[src/rtl/fifo_p_arb.sv]
// fifo_p_arb: three-channel (8/16/32-bit) store-and-forward packet aggregator onto a 16-bit bus.
// Define FIFO_P_RR_EN for round-robin grants; the default build uses fixed priority A > B > C.

module fifo_p_arb_ch #(
  parameter int DW = 18,
  parameter int AW = 6
) (
  input  logic          clk,
  input  logic          rst,
  input  logic          vld_i,
  input  logic          sop_i,
  input  logic          wr_req_i,
  input  logic          wr_eop_i,
  input  logic [DW-1:0] wr_data_i,
  input  logic          rd_en_i,
  input  logic          pkt_done_i,
  output logic [DW-1:0] rd_data_o,
  output logic          pkt_avail_o
);
  localparam int DEPTH = 1 << AW;
  localparam logic [AW:0] PTR_ONE = {{AW{1'b0}}, 1'b1};

  logic [DW-1:0] mem_q [DEPTH];
  logic [AW:0]   wr_ptr_q, wr_ptr_d, start_q, start_d, rd_ptr_q, base;
  logic [AW:0]   pkt_cnt_q;
  logic          in_pkt_q, in_pkt_d, active, full, do_wr, commit;

  // A sop inside an open packet writes from the saved start, dropping the partial packet.
  always_comb begin
    active   = vld_i & (sop_i | in_pkt_q);
    base     = (sop_i & in_pkt_q) ? start_q : wr_ptr_q;
    full     = (base - rd_ptr_q) == (AW+1)'(DEPTH);
    wr_ptr_d = wr_ptr_q;
    start_d  = start_q;
    in_pkt_d = in_pkt_q;
    do_wr    = 1'b0;
    commit   = 1'b0;
    if (active) begin
      if (sop_i) begin
        start_d  = base;
        wr_ptr_d = base;
        in_pkt_d = 1'b1;
      end
      if (wr_req_i) begin
        if (full) begin
          wr_ptr_d = start_d;
          in_pkt_d = 1'b0;
        end else begin
          do_wr    = 1'b1;
          wr_ptr_d = base + PTR_ONE;
          if (wr_eop_i) begin
            in_pkt_d = 1'b0;
            commit   = 1'b1;
          end
        end
      end
    end
  end

  assign rd_data_o   = mem_q[rd_ptr_q[AW-1:0]];
  assign pkt_avail_o = pkt_cnt_q > {{AW{1'b0}}, pkt_done_i};

  always_ff @(posedge clk) begin
    if (do_wr) mem_q[base[AW-1:0]] <= wr_data_i;
  end

  always_ff @(posedge clk) begin
    if (rst) begin
      wr_ptr_q  <= '0;
      start_q   <= '0;
      rd_ptr_q  <= '0;
      in_pkt_q  <= 1'b0;
      pkt_cnt_q <= '0;
    end else begin
      wr_ptr_q <= wr_ptr_d;
      start_q  <= start_d;
      in_pkt_q <= in_pkt_d;
      if (rd_en_i) rd_ptr_q <= rd_ptr_q + PTR_ONE;
      case ({commit, pkt_done_i})
        2'b10:   pkt_cnt_q <= pkt_cnt_q + PTR_ONE;
        2'b01:   pkt_cnt_q <= pkt_cnt_q - PTR_ONE;
        default: pkt_cnt_q <= pkt_cnt_q;
      endcase
    end
  end
endmodule

module fifo_p_arb #(
  parameter int AW = 6
) (
  input  logic        clk,
  input  logic        rst,
  input  logic [7:0]  data_a,
  input  logic        data_a_vld,
  input  logic        data_a_sop,
  input  logic        data_a_eop,
  input  logic [15:0] data_b,
  input  logic        data_b_vld,
  input  logic        data_b_sop,
  input  logic        data_b_eop,
  input  logic [1:0]  data_b_mty,
  input  logic [31:0] data_c,
  input  logic        data_c_vld,
  input  logic        data_c_sop,
  input  logic        data_c_eop,
  input  logic [1:0]  data_c_mty,
  output logic [15:0] data_d,
  output logic        data_d_vld,
  output logic        data_d_sop,
  output logic        data_d_eop,
  output logic        data_d_mty,
  output logic [1:0]  chan_d
);
  localparam logic [0:0] S_IDLE = 1'b0;
  localparam logic [0:0] S_SEND = 1'b1;

  logic [0:0]  state_q, state_d;
  logic [1:0]  grant_q, grant_d, pick;
  logic        half_q, half_d, first_q, first_d;
  logic        a_odd_q, a_odd_d, a_odd_eff, a_wr_req;
  logic [7:0]  a_hold_q;
  logic [17:0] a_wr_data, b_wr_data, ent_a, ent_b;
  logic [34:0] c_wr_data, ent_c;
  logic [2:0]  rd_en, done, elig;
  logic        send, sel_eop, sel_mty, pkt_end, free;
  logic [15:0] sel_word;
  logic [15:0] out_data_q;
  logic        out_vld_q, out_sop_q, out_eop_q, out_mty_q;
  logic [1:0]  out_chan_q;
  logic        unused_b_mty;

  assign unused_b_mty = data_b_mty[1];

  // Channel A packer: a sop byte always lands in [15:8]; entries carry {eop, mty, data}.
  assign a_odd_eff = a_odd_q & ~data_a_sop;
  assign a_wr_req  = a_odd_eff | data_a_eop;
  assign a_odd_d   = ~a_odd_eff & ~data_a_eop;
  assign a_wr_data = a_odd_eff ? {data_a_eop, 1'b0, a_hold_q, data_a}
                               : {data_a_eop, 1'b1, data_a, 8'h00};
  assign b_wr_data = {data_b_eop, data_b_eop & data_b_mty[0], data_b};
  assign c_wr_data = {data_c_eop, data_c_eop ? data_c_mty : 2'b00, data_c};

  fifo_p_arb_ch #(.DW(18), .AW(AW)) u_ch_a (
    .clk(clk), .rst(rst), .vld_i(data_a_vld), .sop_i(data_a_sop),
    .wr_req_i(a_wr_req), .wr_eop_i(data_a_eop), .wr_data_i(a_wr_data),
    .rd_en_i(rd_en[0]), .pkt_done_i(done[0]), .rd_data_o(ent_a), .pkt_avail_o(elig[0]));

  fifo_p_arb_ch #(.DW(18), .AW(AW)) u_ch_b (
    .clk(clk), .rst(rst), .vld_i(data_b_vld), .sop_i(data_b_sop),
    .wr_req_i(1'b1), .wr_eop_i(data_b_eop), .wr_data_i(b_wr_data),
    .rd_en_i(rd_en[1]), .pkt_done_i(done[1]), .rd_data_o(ent_b), .pkt_avail_o(elig[1]));

  fifo_p_arb_ch #(.DW(35), .AW(AW)) u_ch_c (
    .clk(clk), .rst(rst), .vld_i(data_c_vld), .sop_i(data_c_sop),
    .wr_req_i(1'b1), .wr_eop_i(data_c_eop), .wr_data_i(c_wr_data),
    .rd_en_i(rd_en[2]), .pkt_done_i(done[2]), .rd_data_o(ent_c), .pkt_avail_o(elig[2]));

  always_comb begin
    send     = (state_q == S_SEND);
    sel_word = '0;
    sel_eop  = 1'b0;
    sel_mty  = 1'b0;
    rd_en    = '0;
    half_d   = half_q;
    if (send) begin
      case (grant_q)
        2'd0: begin
          sel_word = ent_a[15:0];
          sel_eop  = ent_a[17];
          sel_mty  = ent_a[16];
          rd_en[0] = 1'b1;
        end
        2'd1: begin
          sel_word = ent_b[15:0];
          sel_eop  = ent_b[17];
          sel_mty  = ent_b[16];
          rd_en[1] = 1'b1;
        end
        default: begin
          // Upper half first; an eop entry with mty>=2 has no lower half to send.
          if (!half_q) begin
            sel_word = ent_c[31:16];
            if (ent_c[34] && ent_c[33]) begin
              sel_eop  = 1'b1;
              sel_mty  = ent_c[32];
              rd_en[2] = 1'b1;
            end else begin
              half_d = 1'b1;
            end
          end else begin
            sel_word = ent_c[15:0];
            sel_eop  = ent_c[34];
            sel_mty  = ent_c[34] & ent_c[32];
            rd_en[2] = 1'b1;
            half_d   = 1'b0;
          end
        end
      endcase
    end
    pkt_end = send & sel_eop;
    done    = pkt_end ? (3'b001 << grant_q) : 3'b000;
  end

`ifdef FIFO_P_RR_EN
  logic [1:0] rr_q, rr_d;

  always_comb begin
    case (rr_q)
      2'd1:    pick = elig[1] ? 2'd1 : (elig[2] ? 2'd2 : 2'd0);
      2'd2:    pick = elig[2] ? 2'd2 : (elig[0] ? 2'd0 : 2'd1);
      default: pick = elig[0] ? 2'd0 : (elig[1] ? 2'd1 : 2'd2);
    endcase
    rr_d = rr_q;
    if (free && (|elig)) rr_d = (pick == 2'd2) ? 2'd0 : pick + 2'd1;
  end

  always_ff @(posedge clk) begin
    if (rst) rr_q <= 2'd0;
    else     rr_q <= rr_d;
  end
`else
  always_comb begin
    pick = elig[0] ? 2'd0 : (elig[1] ? 2'd1 : 2'd2);
  end
`endif

  // Grants happen when idle or on the cycle the current eop word goes out.
  always_comb begin
    free    = ~send | pkt_end;
    state_d = state_q;
    grant_d = grant_q;
    first_d = send ? 1'b0 : first_q;
    if (free) begin
      if (|elig) begin
        state_d = S_SEND;
        grant_d = pick;
        first_d = 1'b1;
      end else begin
        state_d = S_IDLE;
      end
    end
  end

  always_ff @(posedge clk) begin
    if (rst) begin
      state_q    <= S_IDLE;
      grant_q    <= 2'd0;
      half_q     <= 1'b0;
      first_q    <= 1'b0;
      a_odd_q    <= 1'b0;
      a_hold_q   <= '0;
      out_data_q <= '0;
      out_vld_q  <= 1'b0;
      out_sop_q  <= 1'b0;
      out_eop_q  <= 1'b0;
      out_mty_q  <= 1'b0;
      out_chan_q <= 2'd0;
    end else begin
      state_q <= state_d;
      grant_q <= grant_d;
      half_q  <= half_d;
      first_q <= first_d;
      if (data_a_vld) begin
        a_odd_q  <= a_odd_d;
        a_hold_q <= data_a;
      end
      out_data_q <= sel_word;
      out_vld_q  <= send;
      out_sop_q  <= send & first_q;
      out_eop_q  <= pkt_end;
      out_mty_q  <= sel_mty;
      out_chan_q <= send ? grant_q : 2'd0;
    end
  end

  assign data_d     = out_data_q;
  assign data_d_vld = out_vld_q;
  assign data_d_sop = out_sop_q;
  assign data_d_eop = out_eop_q;
  assign data_d_mty = out_mty_q;
  assign chan_d     = out_chan_q;
endmodule

[config.mk]
export PLATFORM = sky130hd
export DESIGN_NAME = fifo_p_arb
export DESIGN_NICKNAME = d
export VERILOG_FILES = /design/src/rtl/fifo_p_arb.sv
export SDC_FILE = /design/constraint.sdc
export NUM_CORES = 2
export LEC_CHECK = 0
export CAP_MARGIN = 20
export CORE_MARGIN = 2
export CORE_UTILIZATION = 60
export DETAILED_ROUTE_END_ITERATION = 10
export PLACE_DENSITY = 0.76
export REMOVE_ABC_BUFFERS = 1
export SETUP_SLACK_MARGIN = 0.15
export SYNTH_ARGS = -nofsm -noshare
export SYNTH_HDL_FRONTEND = slang
export SYNTH_MEMORY_MAX_BITS = 65536
export SYNTH_SLANG_ARGS = --single-unit
export TNS_END_PERCENT = 20
[constraint.sdc]
create_clock -name clk -period 9.6 [get_ports clk]
set_input_delay 1.92 -clock clk [delete_from_list [all_inputs] [get_ports clk]]
set_output_delay 1.92 -clock clk [all_outputs]
set_load 0.02 [all_outputs]
* Word-level counts from Yosys, hierarchy flattened
Memory sizes are Yosys's and may differ from the RTL's. A register that Yosys moved wholly into a read port is not among the register bits.
Index checks and enable logic that the tools add are counted.
** Operators by class
- Multiply operators :: 0
- $add $sub $neg :: 15
- Order comparisons :: 3
- Shift-type cells :: 1
- Mux-type cells :: 78
- Bitwise operators :: 22
- Equality and inequality tests :: 10
- Reduce and logical (&&, ||, !) cells :: 16
- Div/mod/pow operators :: 0
** Operators with widths (count)
- $mux 7 :: 11
- $add 7x1->7 const B :: 9
- $mux 1 :: 48
- $pmux 7 s2 :: 3
- $mux 6 :: 6
- $pmux 16 s2 :: 1
- $eq 7x7->1 const B :: 3
- $gt 7x1->1 :: 3
- $sub 7x1->7 const B :: 3
- $sub 7x7->7 :: 3
- $mux 17 :: 1
- $mux 16 :: 1
- $and 1x1->1 :: 12
- $reduce_and 2->1 :: 5
- $eq 2x1->1 const B :: 4
- $reduce_bool 2->1 :: 4
- $eq 2x2->1 const B :: 3
- $mux 2 :: 3
- $mux 3 :: 2
- $reduce_bool 3->1 :: 2
- $not 1->1 :: 5
- $or 1x1->1 :: 5
- $pmux 1 s2 :: 2
- $reduce_or 2->1 :: 2
- 4 further kinds :: 4
** Word-level totals
- Memories kept :: 3
- Register bits after elaboration :: 123
- Bits in latches :: 0
- Output and inout port bits :: 22
- Bits in read-only memories :: 0
- Input port bits :: 71
- Memory bits (writable) :: 4544
** Memory list
- u_ch_c.mem_q :: depth 64, width 35, rd ports 1, clocked after memory_dff 1, write ports 1, RTL line 23 : logic [DW-1:0] mem_q [DEPTH];
- u_ch_a.mem_q :: depth 64, width 18, rd ports 1, clocked after memory_dff 1, write ports 1, RTL line 23
- u_ch_b.mem_q :: depth 64, width 18, rd ports 1, clocked after memory_dff 1, write ports 1, RTL line 23

* Logic depth before layout (Yosys ltp)
- Depth after elaboration :: 11
- Mapped depth :: 24

* Cells and area by module
A second synthesis with hierarchy kept.
** Second synthesis, totals
- Cells, all modules :: 7983
- Area total of the unflattened synthesis :: 181843.2 µm²
** By module, submodules not included
- fifo_p_arb_ch at u_ch_c :: cells each 3692, instances 1, area each 87391.3 µm²
- fifo_p_arb_ch at u_ch_a :: cells each 2037, instances 1, area each 46294.4 µm²
- fifo_p_arb_ch at u_ch_b :: cells each 2037, instances 1, area each 46293.1 µm²
- fifo_p_arb :: cells each 217, instances 1, area each 1864.3 µm²

* Worst setup path after synthesis
OpenSTA, ideal clock, no wires.
- Kind :: input port to flip-flop
- Start point :: input data_c_sop
- End point :: memory u_ch_c.mem_q[45][0] (enable)
- Stages :: 12
- Data arrival time :: 6.941 ns
- Slack :: 2.188 ns
- Cells stage by stage :: buf_2 > nand2_2 > mux2i_1 > inv_1 > ha_1 > o21a_1 > o211ai_1 > and4b_1 > o31ai_2 > clkbuf_1 > nand4_1 > nor3_1
** Between the ends
- Cells in the longest elaborated chain, start to end :: 8
- Elaborated cells between the ends (all ways) :: 10
- Those cells by class :: 1 x add/sub; 1 x eq/ne; 5 x mux; 3 x bitwise
** Ends and longest elaborated chain
- start, declared :: RTL line 104 : input logic data_c_sop,
- $and 1x1->1 :: RTL line 31 : base = (sop_i & in_pkt_q) ? start_q : wr_ptr_q;
- $mux 7 :: RTL line 31
- $sub 7x7->7 :: RTL line 32 : full = (base - rd_ptr_q) == (AW+1)'(DEPTH);
- $eq 7x7->1 :: RTL line 32
- $mux 1 :: RTL line 45 : if (full) begin
- $mux 1 :: RTL line 38 : if (active) begin
- $mux 1 :: RTL line 64 : if (do_wr) mem_q[base[AW-1:0]] <= wr_data_i;
- $mux 1 (not written as such) :: RTL line 64
- end, declared :: RTL line 23
Several ways; a longest one is shown, not always the timed one.

* Final worst setup path
- Start point :: input data_b_sop
- End point :: register u_ch_b.pkt_cnt_q[6]
** Between the ends
- Cells in the longest elaborated chain, start to end :: 8
- Elaborated cells between the ends (all ways) :: 12
- Those cells by class :: 1 x add/sub; 3 x eq/ne; 4 x mux; 3 x bitwise; 1 x reduce/logical
** Ends and longest elaborated chain
- start, declared :: RTL line 99 : input logic data_b_sop,
- $and 1x1->1 :: RTL line 31
- $mux 7 :: RTL line 31
- $sub 7x7->7 :: RTL line 32
- $eq 7x7->1 :: RTL line 32
- $mux 1 :: RTL line 45
- $mux 1 (*) :: RTL line 38
- $eq 2x1->1 / $eq 2x2->1 (equally long branches) :: RTL line 79 : case ({commit, pkt_done_i})
- $pmux 7 s2 / $reduce_bool 2->1 (equally long branches)
- end signal, assigned :: RTL line 80 : 2'b10: pkt_cnt_q <= pkt_cnt_q + PTR_ONE;
- end signal, assigned :: RTL line 81 : 2'b01: pkt_cnt_q <= pkt_cnt_q - PTR_ONE;
- end signal, assigned :: RTL line 82 : default: pkt_cnt_q <= pkt_cnt_q;
- end, declared :: RTL line 25 : logic [AW:0] pkt_cnt_q;
Mark *: on every way between the ends. The rest lies on a longest branch, timed or not.
A chain may end at the register's enable or synchronous reset.

==> tab_implementation.tex <==
\begin{tabular}{lr}
\hline
Metric & Value \\
\hline
\multicolumn{2}{l}{\textbf{Status}} \\
Status & completed \\
\multicolumn{2}{l}{\textbf{Yosys}} \\
Post-synth top flop & sky130\_fd\_sc\_hd\_\_edfxtp\_1 \\
Sequential share of the synthesized area & 77.0\% \\
Summed instance area of the synthesized netlist & 181000 µm² \\
Number of register bits inferred by synthesis & 4685 \\
Async set-reset flop share out of synthesis & 0\% \\
Warning count from the yosys run & 0 \\
Instance count of the mapped netlist & 7765 \\
Count of flip-flops with a built-in enable after synthesis & 4544 \\
Per-instance average area after synthesis & 23.3 µm² \\
Synth unique cells & 81 \\
\multicolumn{2}{l}{\textbf{Power and ir drop}} \\
Pleak & 0.0619 µW \\
Overall power of the completed layout & 44300 µW \\
Power per cell area & about 220 nW/µm² \\
Peak supply drop & 0.243 mV \\
\multicolumn{2}{l}{\textbf{Timing}} \\
Smallest hold slack & 0.479 ns \\
Maximum operating frequency & 130 MHz \\
Final period util & approximately 80\% \\
Clock period minus worst slack & 7.68 ns \\
Slew margin rel. & 11.9\% \\
Setup clock skew after layout & 0.0726 ns \\
Worst Max-Slew Pin Slew & 1.31 ns \\
Number of endpoints with negative hold slack in the final report & 0 \\
Setup WS post-layout & 1.92 ns \\
Count of final max-slew check failures & 0 \\
Total setup violations reported at the end of the flow & 0 \\
Setup repair after global routing missed its margin & no \\
\multicolumn{2}{l}{\textbf{Route}} \\
Post-detailed-routing wire length & $\sim$430 mm \\
Post-route ant nets & 0 \\
Via count & 86000 \\
Routed via count divided by cell count & 6.85 \\
Met2 Routed Length & 218 mm \\
Met3 layer wire length in the routed design & 38.5 mm \\
Met1 Wirelength & 159 mm \\
First-pass DRT Iterations & 6 \\
Max layer used & met5 \\
Remaining routing DRC violations & 0 \\
Routed len/inst & $\sim$34 µm \\
Iter 0 DRT Violations & 11600 \\
\multicolumn{2}{l}{\textbf{Place}} \\
Pre-CTS WS & slightly above 1 ns \\
Detailed placement HPWL & 237 mm \\
Routability cong. & 0.868 \\
Port Buf Inserts & 91 \\
\multicolumn{2}{l}{\textbf{Clocking}} \\
H-tree Lvls & 5 \\
Buffers inserted during post-CTS setup optimization & 0 \\
Number of buffers created by CTS & 445 \\
Worst-path clk slew & 0.07 ns \\
Number of sinks driven by the clock tree & $\sim$4700 \\
Post-cts gate resize count & 0 \\
Root Buffer Master & sky130\_fd\_sc\_hd\_\_clkbuf\_16 \\
Maximum count of clock buffers along a single path & 4 \\
Clock tree from TritonCTS & yes \\
Number of buffers inserted by hold repair at cts & 0 \\
Later-pin clock latency in the skew report & 1.02 ns \\
\multicolumn{2}{l}{\textbf{Critical path}} \\
Required time at the worst-slack endpoint & 10.42 ns \\
Critical Path Most Common Cell & sky130\_fd\_sc\_hd\_\_ha\_1 \\
Worst EP arrival & between 8 and 9 ns \\
Crit path kind & in -> reg \\
End of the worst register-to-register path & u\_ch\_a.pkt\_cnt\_q[6] \\
Biggest cell delay along the critical path & 0.96 ns \\
Worst reg-to-reg setup slack & 3.00 ns \\
Worst path slowest cell & sky130\_fd\_sc\_hd\_\_clkdlybuf4s50\_1 \\
Top Family by Delay on Critical Path & simple AND/OR/NAND/NOR gates \\
Worst path buffer plus inverter count & 2 \\
Category of the worst setup path launch point & input port \\
Type of element capturing the critical path & register \\
R2r worst-path depth & 19 \\
Critical Path, Cell by Cell & clkdlybuf4s50\_1 -> nand2\_2 -> mux2i\_1 -> inv\_1 -> ha\_1 -> nor2b\_1 -> o21a\_1 -> o211ai\_1 -> a211oi\_1 -> o21ai\_2 -> and2\_1 -> nand2\_1 -> ha\_1 -> ha\_1 -> nor2b\_1 -> o21ai\_0 -> a21boi\_0 -> o21ai\_0 -> and3\_1 -> nor3\_1 -> xnor2\_1 -> nor2\_1 \\
Maximum fanout count along the critical path & 20 \\
\multicolumn{2}{l}{\textbf{GRT}} \\
Global-route wire length before repair & 622 mm \\
Antenna violations before repair & 35 \\
Maximum number of pins on one net before global-route repair & 142 \\
Number of global-route vias before repair & around 87000 \\
Global-route usage over all layers & 28.2\% \\
GR Overflow Total & 0 \\
\multicolumn{2}{l}{\textbf{Floorplan}} \\
Cell Rows & 201 \\
Total I/O pin count & just over 90 \\
Die Wd & $\sim$550 µm \\
Placeable core region & approximately 300000 µm² \\
Overall die height & 553 µm \\
Initial standard-cell utilization of the core & about three fifths \\
Area of the die & about 310000 µm² \\
\multicolumn{2}{l}{\textbf{Finish}} \\
Top library cells by usage in the layout, fill and taps aside & sky130\_fd\_sc\_hd\_\_edfxtp\_1 (4544), sky130\_fd\_sc\_hd\_\_mux4\_2 (1412), sky130\_fd\_sc\_hd\_\_clkbuf\_16 (454) \\
Fraction of final layout cells with drive strength greater than 1 & 31.4\% \\
Nets@finish & 8326 \\
Area growth from synthesis to layout & 12.6\% \\
Most frequent standard cell in the layout excluding fill and tap cells & sky130\_fd\_sc\_hd\_\_edfxtp\_1 \\
\multicolumn{2}{l}{\textbf{Hold path}} \\
Start point of the worst hold path & u\_ch\_b.start\_q[5] \\
Path category of the worst min-delay check & reg -> reg \\
Destination of the worst hold path & u\_ch\_b.start\_q[5] \\
Hold depth & 2 \\
\multicolumn{2}{l}{\textbf{Flow run}} \\
Max cap viols & 0 \\
\hline
\end{tabular}
==> synthesized netlist by cell type (17+ instances only) <==
master / n / area (µm²)
sky130_fd_sc_hd__edfxtp_1: 4544 / 136000
sky130_fd_sc_hd__mux4_2: 1412 / 31800
sky130_fd_sc_hd__nor2_1: 321 / 1200
sky130_fd_sc_hd__clkbuf_1: 216 / 811
sky130_fd_sc_hd__mux2i_1: 167 / 1670
sky130_fd_sc_hd__dfxtp_1: 141 / 2820
sky130_fd_sc_hd__nand2_1: 109 / 409
sky130_fd_sc_hd__buf_2: 102 / 510
sky130_fd_sc_hd__nand3_1: 78 / 390
sky130_fd_sc_hd__a21oi_1: 65 / 325
sky130_fd_sc_hd__inv_1: 52 / 195
sky130_fd_sc_hd__ha_1: 45 / 563
sky130_fd_sc_hd__a211oi_1: 42 / 315
sky130_fd_sc_hd__buf_1: 40 / 150
sky130_fd_sc_hd__nor3_1: 33 / 165
sky130_fd_sc_hd__buf_4: 28 / 210
sky130_fd_sc_hd__nand4_1: 27 / 169
sky130_fd_sc_hd__xnor2_1: 27 / 236
sky130_fd_sc_hd__nor2b_1: 25 / 156
sky130_fd_sc_hd__mux2_2: 21 / 236
sky130_fd_sc_hd__a2111oi_0: 18 / 158
sky130_fd_sc_hd__and2_1: 18 / 113
sky130_fd_sc_hd__o22ai_1: 18 / 113
sky130_fd_sc_hd__xor2_1: 17 / 149
==> metrics by stage <==
stage,cell area [µm²],utilization [%],TNS [ns],std cells
6_report,204000,67.9,0,12600
5_1_grt,204000,67.9,0,12600
4_1_cts,203000,67.6,0,12500
3_5_place_dp,188000,62.6,0,11700
3_3_place_gp,187000,62.5,0,11600
2_1_floorplan,179000,-,-931.42,7365
==> layout make-up <==
class,instances,area (µm²)
Inverter,60,225
Clock buffer,561,12000
Timing Repair Buffer,395,3790
Fill cell,17400,96200
Clock inverter,266,3010
Antenna cell,16,40.0
Tap cell,3958,4950
Sequential cell,4685,139000
Multi-Input combinational cell,2620,40400
==> registers in the layout (all words and copies together) (netlist names), 8 cells and up, named ones only <==
name	cells
u_ch_a.mem_q	1152
data_d	16
u_ch_b.mem_q	1152
u_ch_c.mem_q	2240
a_hold_q	8
==> worst reg2reg max path, delay by kind of cell (launching register included) <==
kind	cells	cell delay [ns]
AOI/OAI and AO/OA	6	1.71
buffers and inverters	2	1.50
and+or+nand+nor	7	1.15
DFF	1	0.95
adders and majority gates	2	0.67
muxes	1	0.33
xor gates and xnor gates	1	0.15
==> worst max-delay path by stage <==
stage	from	end	slack (ns)	cells past startpoint
2_1_floorplan	register	u_ch_a.pkt_cnt_q[6]	-17.48	18
3_3_place_gp	data_b_sop	u_ch_b.pkt_cnt_q[6]	1.07	21
3_5_place_dp	data_b_sop	u_ch_b.pkt_cnt_q[6]	1.03	21
4_1_cts	data_b_sop	u_ch_b.pkt_cnt_q[6]	2.08	21
5_1_grt	data_b_sop	u_ch_b.pkt_cnt_q[6]	1.53	22
6_report	data_b_sop	u_ch_b.pkt_cnt_q[6]	1.92	22
==> logic make-up after synthesis <==
kind of cell               count (synthesis)  synth area share, %
AOI/OAI and AO/OA                        260                 1.02
xor gates and xnor gates                  46                0.238
adders and majority gates                 48                0.344
buffers and inverters                    460                 1.14
DFF                                     4685                 77.0
muxes                                   1601                 18.6
and+or+nand+nor                          665                 1.65
==> report_power, final <==
| group | switching, µW | total, µW | leakage (µW) | internal, µW |
|---|---|---|---|---|
| registers | 155 | 22700 | 0.0423 | 22500 |
| clock network | 7620 | 18000 | 0.00733 | 10400 |
| logic | 2050 | 3630 | 0.0122 | 1580 |
| total | 9820 | 44300 | 0.0619 | 34500 |
==> per-layer routing <==
metal,vias up,GRT usage [%]
met1,46000,39.1
met4,8,10.1
li1,34100,-
met3,788,4.58
met5,-,0
met2,5192,46.1
Power figures use the tool's default switching activity.
